**src/rtl/env_mem_arbiter_pkg.sv**
```systemverilog
// Shared parameters and types for the environment RAM arbiter.
package env_mem_arbiter_pkg;

  localparam int X_bits      = 5;
  localparam int Y_bits      = 5;
  localparam int ARB_MAX_ENG = 7;

  typedef enum logic [1:0] {
    IDLE  = 2'd0,
    SERVE = 2'd1,
    BURST = 2'd2
  } arb_state_t;

  // Index width that stays legal for a single requester.
  function automatic int idx_w(input int n);
    return (n > 1) ? $clog2(n) : 1;
  endfunction

endpackage

```
**src/rtl/env_mem_arbiter_rr_pick.sv**
```systemverilog
// Round-robin picker: first set request at or after ptr, wrapping; purely combinational.
module rr_pick #(
  parameter int N  = 4,
  parameter int IW = 2
) (
  input  logic [N-1:0]  req,
  input  logic [IW-1:0] ptr,
  output logic [N-1:0]  gnt,
  output logic [IW-1:0] idx,
  output logic          vld
);

  int          j;
  logic [IW-1:0] k;

  always_comb begin
    gnt = '0;
    idx = '0;
    vld = 1'b0;
    j   = 0;
    k   = '0;
    for (int off = 0; off < N; off++) begin
      j = int'(ptr) + off;
      if (j >= N) j = j - N;
      k = j[IW-1:0];
      if (!vld && req[k]) begin
        vld    = 1'b1;
        gnt[k] = 1'b1;
        idx    = k;
      end
    end
  end

endmodule

```
**src/rtl/env_mem_arbiter.sv**
```systemverilog
// Env RAM arbiter: display has absolute priority, engines round-robin with burst lock; grant is combinational, rvalid one cycle later.
// Ineligible requesters simply wait ungranted; defining ENV_ARB_STATS_EN adds stat_grants/stat_max_wait counters.
module env_mem_arbiter
  import env_mem_arbiter_pkg::*;
#(
  parameter int N_ENG     = 4,
  parameter int MAX_BURST = 8,
  parameter int ADDR_W    = X_bits + Y_bits,
  parameter int DATA_W    = 8
) (
  input  logic                       Clk,
  input  logic                       Reset_n,
  input  logic                       write_flag,
  input  logic                       disp_req,
  input  logic [ADDR_W-1:0]          disp_addr,
  output logic                       disp_gnt,
  input  logic [N_ENG-1:0]           eng_req,
  input  logic [N_ENG-1:0]           eng_lock,
  input  logic [N_ENG-1:0]           eng_we,
  input  logic [N_ENG*ADDR_W-1:0]    eng_addr,
  input  logic [N_ENG*DATA_W-1:0]    eng_wdata,
  output logic [N_ENG-1:0]           eng_gnt,
  output logic [N_ENG:0]             rvalid,
  output logic [DATA_W-1:0]          rdata,
  output logic                       ram_en,
  output logic                       ram_we,
  output logic [ADDR_W-1:0]          ram_addr,
  output logic [DATA_W-1:0]          ram_wdata,
  input  logic [DATA_W-1:0]          ram_rdata
`ifdef ENV_ARB_STATS_EN
  ,
  output logic [N_ENG*32-1:0]        stat_grants,
  output logic [15:0]                stat_max_wait
`endif
);

  localparam int IW = idx_w(N_ENG);
  localparam int CW = $clog2(MAX_BURST + 1);
  localparam logic [CW-1:0] MAX_C = CW'(MAX_BURST);

  arb_state_t        state_q, state_d;
  logic [IW-1:0]     ptr_q, ptr_d;
  logic [CW-1:0]     cnt_q, cnt_d;
  logic [IW-1:0]     beng_q, beng_d;
  logic [N_ENG:0]    rvalid_q, rvalid_d;

  logic [N_ENG-1:0]  elig;
  logic [N_ENG-1:0]  pick_gnt;
  logic [IW-1:0]     pick_idx;
  logic              pick_vld;
  logic              resume;
  logic [N_ENG-1:0]  gnt_raw;
  logic              disp_raw;
  logic [IW-1:0]     sel;
  logic [CW-1:0]     cnt_inc;

  assign elig = eng_req & ~(eng_we & {N_ENG{~write_flag}});

  rr_pick #(.N(N_ENG), .IW(IW)) u_rr_pick (
    .req (elig),
    .ptr (ptr_q),
    .gnt (pick_gnt),
    .idx (pick_idx),
    .vld (pick_vld)
  );

  // A non-zero counter marks a live burst, including one suspended by a display cycle.
  assign resume  = (state_q != IDLE) && (cnt_q != '0) && elig[beng_q] && eng_lock[beng_q];
  assign cnt_inc = cnt_q + 1'b1;

  always_comb begin
    state_d  = IDLE;
    ptr_d    = ptr_q;
    cnt_d    = cnt_q;
    beng_d   = beng_q;
    gnt_raw  = '0;
    disp_raw = 1'b0;
    sel      = '0;
    if (disp_req) begin
      disp_raw = 1'b1;
      state_d  = SERVE;
    end else if (resume) begin
      sel          = beng_q;
      gnt_raw[sel] = 1'b1;
      ptr_d        = (sel == IW'(N_ENG - 1)) ? '0 : sel + 1'b1;
      if (cnt_inc == MAX_C) begin
        cnt_d   = '0;
        state_d = SERVE;
      end else begin
        cnt_d   = cnt_inc;
        state_d = BURST;
      end
    end else if (pick_vld) begin
      sel     = pick_idx;
      gnt_raw = pick_gnt;
      ptr_d   = (sel == IW'(N_ENG - 1)) ? '0 : sel + 1'b1;
      if (eng_lock[sel] && (MAX_BURST > 1)) begin
        cnt_d   = CW'(1);
        beng_d  = sel;
        state_d = BURST;
      end else begin
        cnt_d   = '0;
        state_d = SERVE;
      end
    end else begin
      cnt_d   = '0;
      state_d = IDLE;
    end
    rvalid_d = {gnt_raw & ~eng_we, disp_raw};
  end

  always_ff @(posedge Clk or negedge Reset_n) begin
    if (!Reset_n) begin
      state_q  <= IDLE;
      ptr_q    <= '0;
      cnt_q    <= '0;
      beng_q   <= '0;
      rvalid_q <= '0;
    end else begin
      state_q  <= state_d;
      ptr_q    <= ptr_d;
      cnt_q    <= cnt_d;
      beng_q   <= beng_d;
      rvalid_q <= rvalid_d;
    end
  end

  // Grants are combinational, so reset gates them directly to keep strobes low at once.
  assign disp_gnt  = disp_raw & Reset_n;
  assign eng_gnt   = gnt_raw & {N_ENG{Reset_n}};
  assign ram_en    = Reset_n & (disp_raw | (|gnt_raw));
  assign ram_we    = Reset_n & ~disp_raw & (|gnt_raw) & eng_we[sel];
  assign ram_addr  = disp_raw ? disp_addr : eng_addr[int'(sel)*ADDR_W +: ADDR_W];
  assign ram_wdata = eng_wdata[int'(sel)*DATA_W +: DATA_W];
  assign rvalid    = rvalid_q;
  assign rdata     = (|rvalid_q) ? ram_rdata : '0;

`ifdef ENV_ARB_STATS_EN
  logic [N_ENG-1:0][31:0] sg_q, sg_d;
  logic [N_ENG-1:0][15:0] wt_q, wt_d;
  logic [15:0]            mx_q, mx_d;

  always_comb begin
    mx_d = mx_q;
    sg_d = sg_q;
    wt_d = '0;
    for (int i = 0; i < N_ENG; i++) begin
      if (eng_gnt[i] && (sg_q[i] != '1)) sg_d[i] = sg_q[i] + 32'd1;
      if (elig[i] && !eng_gnt[i]) wt_d[i] = (wt_q[i] == '1) ? wt_q[i] : wt_q[i] + 16'd1;
      if (wt_d[i] > mx_d) mx_d = wt_d[i];
    end
  end

  always_ff @(posedge Clk or negedge Reset_n) begin
    if (!Reset_n) begin
      sg_q <= '0;
      wt_q <= '0;
      mx_q <= '0;
    end else begin
      sg_q <= sg_d;
      wt_q <= wt_d;
      mx_q <= mx_d;
    end
  end

  assign stat_grants   = sg_q;
  assign stat_max_wait = mx_q;
`endif

endmodule

```
**config.mk**
```make
export PLATFORM = sky130hd
export DESIGN_NAME = env_mem_arbiter
export DESIGN_NICKNAME = d
export VERILOG_FILES = /design/src/rtl/env_mem_arbiter_pkg.sv /design/src/rtl/env_mem_arbiter_rr_pick.sv /design/src/rtl/env_mem_arbiter.sv
export SDC_FILE = /design/constraint.sdc
export NUM_CORES = 1
export LEC_CHECK = 0
export CAP_MARGIN = 10
export CORE_MARGIN = 3
export CORE_UTILIZATION = 35
export DETAILED_ROUTE_END_ITERATION = 6
export PLACE_DENSITY_LB_ADDON = 0.2
export SYNTH_ARGS = -nofsm -noshare
export SYNTH_HDL_FRONTEND = slang
export SYNTH_SLANG_ARGS = --single-unit
export TNS_END_PERCENT = 50
```
**constraint.sdc**
```tcl
create_clock -name Clk -period 3.4 [get_ports Clk]
set_clock_uncertainty 0.15 [all_clocks]
set_input_delay 0.68 -clock Clk [delete_from_list [all_inputs] [get_ports Clk]]
set_output_delay 0.68 -clock Clk [all_outputs]
set_load 0.01 [all_outputs]
```
## Word level (Yosys, flattened, before mapping)

Index checks and enable logic that the tools add are counted.

| operators by class | value |
|---|---|
| add/subtract/negate cells | 10 |
| div/mod/pow operators | 0 |
| $mul | 1 |
| $lt $le $gt $ge | 16 |
| mux-type cells | 64 |
| bitwise operators | 19 |
| equality and inequality tests | 3 |
| reduce and logical (&&, ||, !) cells | 21 |
| shift-type cells | 2 |

Operators by type and width:

| kind | count |
|---|---|
| 2-bit 2-to-1 mux | 20 |
| 4-bit 2-to-1 mux | 10 |
| 40-bit by 7-bit indexed part select with 10-bit output | 1 |
| 32-bit by 6-bit indexed part select with 8-bit output | 1 |
| 2-bit by 3-bit less-than comparator with 1-bit output (second input constant) | 7 |
| 1-bit 2-to-1 mux | 19 |
| 4-bit AND | 4 |
| 1-bit binary-select mux with 2-bit select | 8 |
| 4-bit bitwise OR | 3 |
| 1-bit logical AND | 11 |
| 1-bit demux with 2-bit select | 5 |
| 2-bit by 1-bit greater-or-equal comparator with 1-bit output (second input constant) | 5 |
| 10-bit 2-to-1 mux | 1 |
| 3-bit greater-or-equal comparator (second input constant) | 3 |
| 8-bit 2-to-1 mux | 1 |
| 4-bit inverter | 2 |
| 2-bit by 1-bit subtractor with 2-bit output (second input constant) | 4 |
| 2-bit by 2-bit adder with 3-bit output (second input constant) | 2 |
| 1-bit AND | 5 |
| 2-bit by 3-bit multiplier with 5-bit output (second input constant) | 1 |
| 5-bit OR reduction | 1 |
| 2-bit by 1-bit adder with 2-bit output (second input constant) | 2 |
| 4-bit by 1-bit adder with 4-bit output (second input constant) | 1 |
| 2-bit == test (second input constant) | 2 |
| other kinds (11) | 17 |

| storage, ports and cells | value |
|---|---|
| flip-flop bits (word level) | 15 |
| memories kept | 0 |
| bits in read-only memories | 0 |
| bits in writable memories | 0 |
| bits of input ports | 106 |
| bits in latches | 0 |
| output and inout port bits | 38 |

## Logic depth before layout (Yosys ltp)

| logic depth | value |
|---|---|
| word-level depth | 22 |
| mapped depth | 12 |

## Cells and area by module

Synthesis repeated with hierarchy kept, for this count alone.

| second synthesis, totals | value |
|---|---|
| cells, all modules | 316 |
| area, all modules | 2436.1 um2 |

Modules (own cells, without submodules):

| module | area each (um2) | sequential area each (um2) | cells each | instances |
|---|---|---|---|---|
| env_mem_arbiter | 2014.4 | 375.4 | 271 | 1 |
| rr_pick | 421.7 | 0.0 | 45 | 1 |

## Least setup slack after synthesis

OpenSTA, ideal clock, no wires.

| timing path | value |
|---|---|
| path kind | flip-flop to output port |
| start point | register ptr_q[0] |
| end point | output ram_addr[0] |
| cell stages (with the launch flop) | 12 |
| arrival | 2.823 ns |
| path slack | -0.253 ns |
| buffers on the path | 2 |
| cells stage by stage | dfrtp_1 buf_6 inv_1 ha_1 inv_1 mux2i_2 a2bb2oi_1 o211a_4 a22o_1 buf_2 a221oi_2 a221oi_1 |

| on the way | value |
|---|---|
| word-level cells in the longest chain between the ends | 20 |

RTL lines:

| element | RTL line | RTL |
|---|---|---|
| from (decl) | env_mem_arbiter.sv:42 | `logic [IW-1:0] ptr_q, ptr_d;` |
| from (signal assigned) | env_mem_arbiter.sv:121 | `ptr_q <= ptr_d;` |
| parallel branches: the longest is 14 deep, another holds 2-bit by 1-bit adder with 3-bit output | -- |  |
| 2-bit 2-to-1 mux * | env_mem_arbiter.sv:93 | `end else if (pick_vld) begin` |
| 2-bit 2-to-1 mux * | env_mem_arbiter.sv:82 | `end else if (resume) begin` |
| 2-bit 2-to-1 mux * | env_mem_arbiter.sv:79 | `if (disp_req) begin` |
| 2-bit by 3-bit multiplier with 5-bit output * | env_mem_arbiter.sv:133 | `assign ram_addr = disp_raw ? disp_addr : eng_addr[int'(sel)*ADDR_W +: ADDR_W];` |
| 40-bit by 7-bit indexed part select with 10-bit output * | env_mem_arbiter.sv:133 |  |
| 10-bit 2-to-1 mux * | env_mem_arbiter.sv:133 |  |
| to (decl) | env_mem_arbiter.sv:27 | `output logic [ADDR_W-1:0] ram_addr,` |

Every way passes the cells marked *. The select of a mux whose other input is x is not followed.

## Final worst setup path

| timing path | value |
|---|---|
| start point | register ptr_q[0] |
| end point | output ram_we |

| on the way | value |
|---|---|
| word-level cells in the longest chain between the ends | 20 |

RTL lines:

| element | RTL line | RTL |
|---|---|---|
| parallel branches: the longest is 19 deep, another holds 2-bit by 1-bit adder with 3-bit output | -- |  |
| 1-bit AND * | env_mem_arbiter.sv:132 | `assign ram_we = Reset_n & ~disp_raw & (\|gnt_raw) & eng_we[sel];` |
| to (decl) | env_mem_arbiter.sv:26 | `output logic ram_we,` |

Marked as above.

==> results.md <==
- The flow ran to the end, but the final reports show violations.
- The checks that failed: setup timing.
- Data arrives at the worst endpoint at 2970 ps.
- The post-synthesis net count is 388.
- The detailed router finished its first iteration with 135 violations.
- The flop and latch count out of synthesis is 15.
- The critical path is of the flip-flop to output pin type.
- The die is 88.2 um wide.
- Counting flops with a built-in enable in the synthesized netlist gives 0.
- The placement row count is 29.
- The most used flip-flop cell after synthesis is sky130_fd_sc_hd__dfrtp_1.
- Detailed routing inserted a total of 3098 vias.
- The fraction of registers with async set/reset is 1.00.
- The final layout contains 610 nets.
- The number of failing hold endpoints at the final stage is 0.
- In the final routed layout, each cell accounts on average for 18.2 um.
- The first detailed-routing pass ran for 7 iterations.
- The total wire length after detailed routing is 10.3 mm.
- The final weighted congestion of routability-driven global placement is 0.905.
- The estimated wirelength of the detail-placed design is 7.38 mm.
- The achievable clock frequency is 0.263 GHz.
- The count of mapped cells out of synthesis is 267.
- The most frequent cell on the critical path is sky130_fd_sc_hd__buf_6.
- The count of antenna diodes in the layout is 0.
- After detailed routing, the number of remaining DRC violations is 0.
- Clock tree synthesis selected as its root buffer the cell sky130_fd_sc_hd__clkbuf_8.
- The class of the worst hold path is flip-flop to flip-flop.
- The remaining antenna violation count after routing is 0.
- The top cell type by total area after synthesis is sky130_fd_sc_hd__mux2i_1.
- Walking the worst path, the cells encountered are buf_6 -> mux2_4 -> o21ai_4 -> mux2i_4 -> a2bb2oi_4 -> o211a_4 -> a22oi_4 -> mux4_2 -> and3_4 -> buf_6.
- The global-route wire length before repair is 14.9 mm.
- For this run, the register share of the synthesized area comes to 0.159.
- The post-CTS clock slew at the launch and capture registers of the worst setup and hold paths is 70 ps.
- The ratio of total power to cell area is 709 mW/mm^2.
- Port buffering added 143 buffers.
- In this run the number of H-tree levels came out at 1.
- At the pin with the least slew margin, the transition time is 749 ps.
- The final-layout fill cell count is 451.
- The distinct cell type count of the synthesized netlist is 49.
- The number of ports placed on the die boundary is 144.
- The cell area that synthesis handed to floorplanning was 0.00236 mm^2.
- The number of max-cap violations is 0.
- The initial utilization of the core area, before any placement, comes to 0.366.
- Setup repair after global routing could not meet its margin everywhere.
- In this run the static leakage power is 2.20 nW.
- The per-instance average area after synthesis is 8.86 um^2.
- The share of synthesized area in the top cell type comes to 0.182.
- The design draws 3.50 mW.
- Global routing finished with a remaining overflow of 0.
- Ranked by total cell area, the synthesized netlist is headed by sky130_fd_sc_hd__mux2i_1, sky130_fd_sc_hd__dfrtp_1, sky130_fd_sc_hd__ha_1.
- The post-synthesis to final-layout area growth is 109%.
- In the final layout, the share of cells above drive strength 1 is 0.398.
- The insertion delay to the later sink of the worst-skew pair is 250 ps.
- The routed design could run at a clock period as short as 3800 ps.
- The Yosys step of the flow raised 0 warnings.
- In the routed layout, each cell is associated on average with a via count of 5.48.
- The endpoint type of the worst setup path is an output pin.
- The final count of negative-setup-slack endpoints is 24.
- The buffering stage count on the worst path with inverters included is 2.
- The core region is 0.00646 mm^2.
- The largest voltage drop on the vdd net is 0.000338 V.
- The required time reported for the critical path endpoint is 2570 ps.
- The die is 88.2 um tall.
- Counting every sink on the clock net gives 15.
- The smallest setup slack after layout is -405 ps.
- The overall track demand over capacity in global routing is 0.239.
- On the critical path the largest part of the delay comes from multiplexers.
- The maximum fanout encountered on the critical timing path is 8.
- The maximum number of buffers from clock root to sink is 2.
- The kind of start point of the critical path is a flip-flop.
- The worst pin sits at a relative slew slack of 0.496.
- On the critical path, the stage with the largest delay is an instance of sky130_fd_sc_hd__mux4_2.
- In this design, the stage delay of the slowest critical-path cell is 560 ps.
- The initial antenna violation count is 0.
- The worst hold margin is 484 ps.
- The number of global-route vias before repair is 3200.
- The final critical-path share of the clock period is 1.12.
- The pin count of the biggest net entering global routing is 17.
- The max-slew violation total from the final report was 0.
- TritonCTS built the clock tree.
- The total CTS buffers is 3.
- The die covers 0.00778 mm^2.
[stage by stage]
stage	TNS, ps	worst slack [ps]	instances	utilization	cell area, um^2
after floorplan	-23.9	-11.9	267	-	2460
after global placement	-23000	-1030	534	0.681	4400
after detailed placement	-24290	-1080	534	0.681	4400
after CTS	-5170	-362	558	0.743	4800
after global routing	-9520	-530	565	0.765	4940
final	-6410	-405	565	0.765	4940
[timing repair]
action                     in CTS  in global routing
cloned                          4                  0
gates resized for setup       200                 26
hold buffers                    0                  0
buffers inserted               16                  9
setup endpoints to repair      24                 24
pin swaps                      15                 17
[placed cells by master, fill, tap and decap left out, drive strengths merged, types with 3 or more instances in the layout]
cell type      count
clkdlybuf4s50    106
nor3b              5
nand2b             8
clkbuf             3
nor2              22
dfrtp             15
mux2i             44
o211ai             4
inv               21
a221oi            20
nor2b             12
a222oi             4
buf              123
nand3             11
mux2               8
nand2             12
o21ai             16
a21oi              7
ha                15
[cell type report]
cell class,instances,area [um^2],share of cell area
multi-input combinational,217,2200,0.445
timing repair buffer,230,2130,0.432
sequential,15,377,0.0762
tap,77,96.3,0.0195
inverter,22,88.8,0.0180
clock buffer,3,41.3,0.00835
clock inverter,1,5.00,0.00101
[kinds of logic after synthesis]
group           synth area share
simple gates               0.182
flops                      0.159
compound gates             0.253
fa+ha+maj                 0.0794
mux                        0.245
buf+inv                   0.0783
xor+xnor                 0.00370
[worst paths after layout]
check                         start          to  slack [ps]  depth (start not counted)
max                        ptr_q[0]      ram_we        -400                         10
min                        cnt_q[3]    cnt_q[3]         480                          3
max reg2reg                ptr_q[0]   beng_q[0]         370                         11
min reg2reg                cnt_q[3]    cnt_q[3]         480                          3
max in group asynchronous   Reset_n  state_q[0]        2020                          2
min in group asynchronous   Reset_n   rvalid[4]         590                          1
[where the power goes]
| group | switching (mW) | internal [mW] |
|---|---|---|
| registers | 0.0439 | 0.233 |
| clock network | 0.0684 | 0.0812 |
| logic | 1.43 | 1.65 |
| total | 1.54 | 1.96 |
[per-layer routing]
layer / GRT usage / share of wire / up-vias / wire (um)
met5: 0 / 0 / - / 0
met4: 0.0481 / 0.031 / 0 / 314
met3: 0.0489 / 0.075 / 30 / 767
met2: 0.465 / 0.53 / 166 / 5430
met1: 0.266 / 0.37 / 1452 / 3760
li1: - / - / 1450 / -
[synthesized netlist by cell type (2+ instances only)]
library cell / instances
sky130_fd_sc_hd__nand3_1: 11
sky130_fd_sc_hd__a21oi_1: 7
sky130_fd_sc_hd__ha_1: 15
sky130_fd_sc_hd__mux2i_1: 43
sky130_fd_sc_hd__a221oi_2: 12
sky130_fd_sc_hd__buf_6: 5
sky130_fd_sc_hd__dfrtp_1: 15
sky130_fd_sc_hd__o21ai_2: 3
sky130_fd_sc_hd__a22o_1: 2
sky130_fd_sc_hd__nor3b_1: 5
sky130_fd_sc_hd__mux2_1: 2
sky130_fd_sc_hd__a31oi_1: 2
sky130_fd_sc_hd__mux4_2: 2
sky130_fd_sc_hd__nand2b_1: 8
sky130_fd_sc_hd__inv_1: 22
sky130_fd_sc_hd__mux2_2: 6
sky130_fd_sc_hd__a222oi_1: 4
sky130_fd_sc_hd__o211ai_1: 4
sky130_fd_sc_hd__nor2b_1: 12
sky130_fd_sc_hd__o21a_1: 2
sky130_fd_sc_hd__nand2_1: 12
sky130_fd_sc_hd__o21ai_0: 10
sky130_fd_sc_hd__clkbuf_1: 5
sky130_fd_sc_hd__and2_1: 2
sky130_fd_sc_hd__a221oi_1: 8
sky130_fd_sc_hd__nor3_1: 2
sky130_fd_sc_hd__nor2_1: 20
sky130_fd_sc_hd__o21ai_1: 3
sky130_fd_sc_hd__nand4_1: 2
sky130_fd_sc_hd__a32o_1: 2
[worst min-delay path: stages (launching register included)]
cell	delay [ps]
sky130_fd_sc_hd__dfrtp_1	350
sky130_fd_sc_hd__buf_4	120
sky130_fd_sc_hd__nor2_1	40
sky130_fd_sc_hd__nor2_1	80
[flip-flops by register name (all words and copies together) (netlist names)]
name	count
beng_q	2
cnt_q	4
ptr_q	2
state_q	2
rvalid	5
Power figures use the tool's default switching activity.
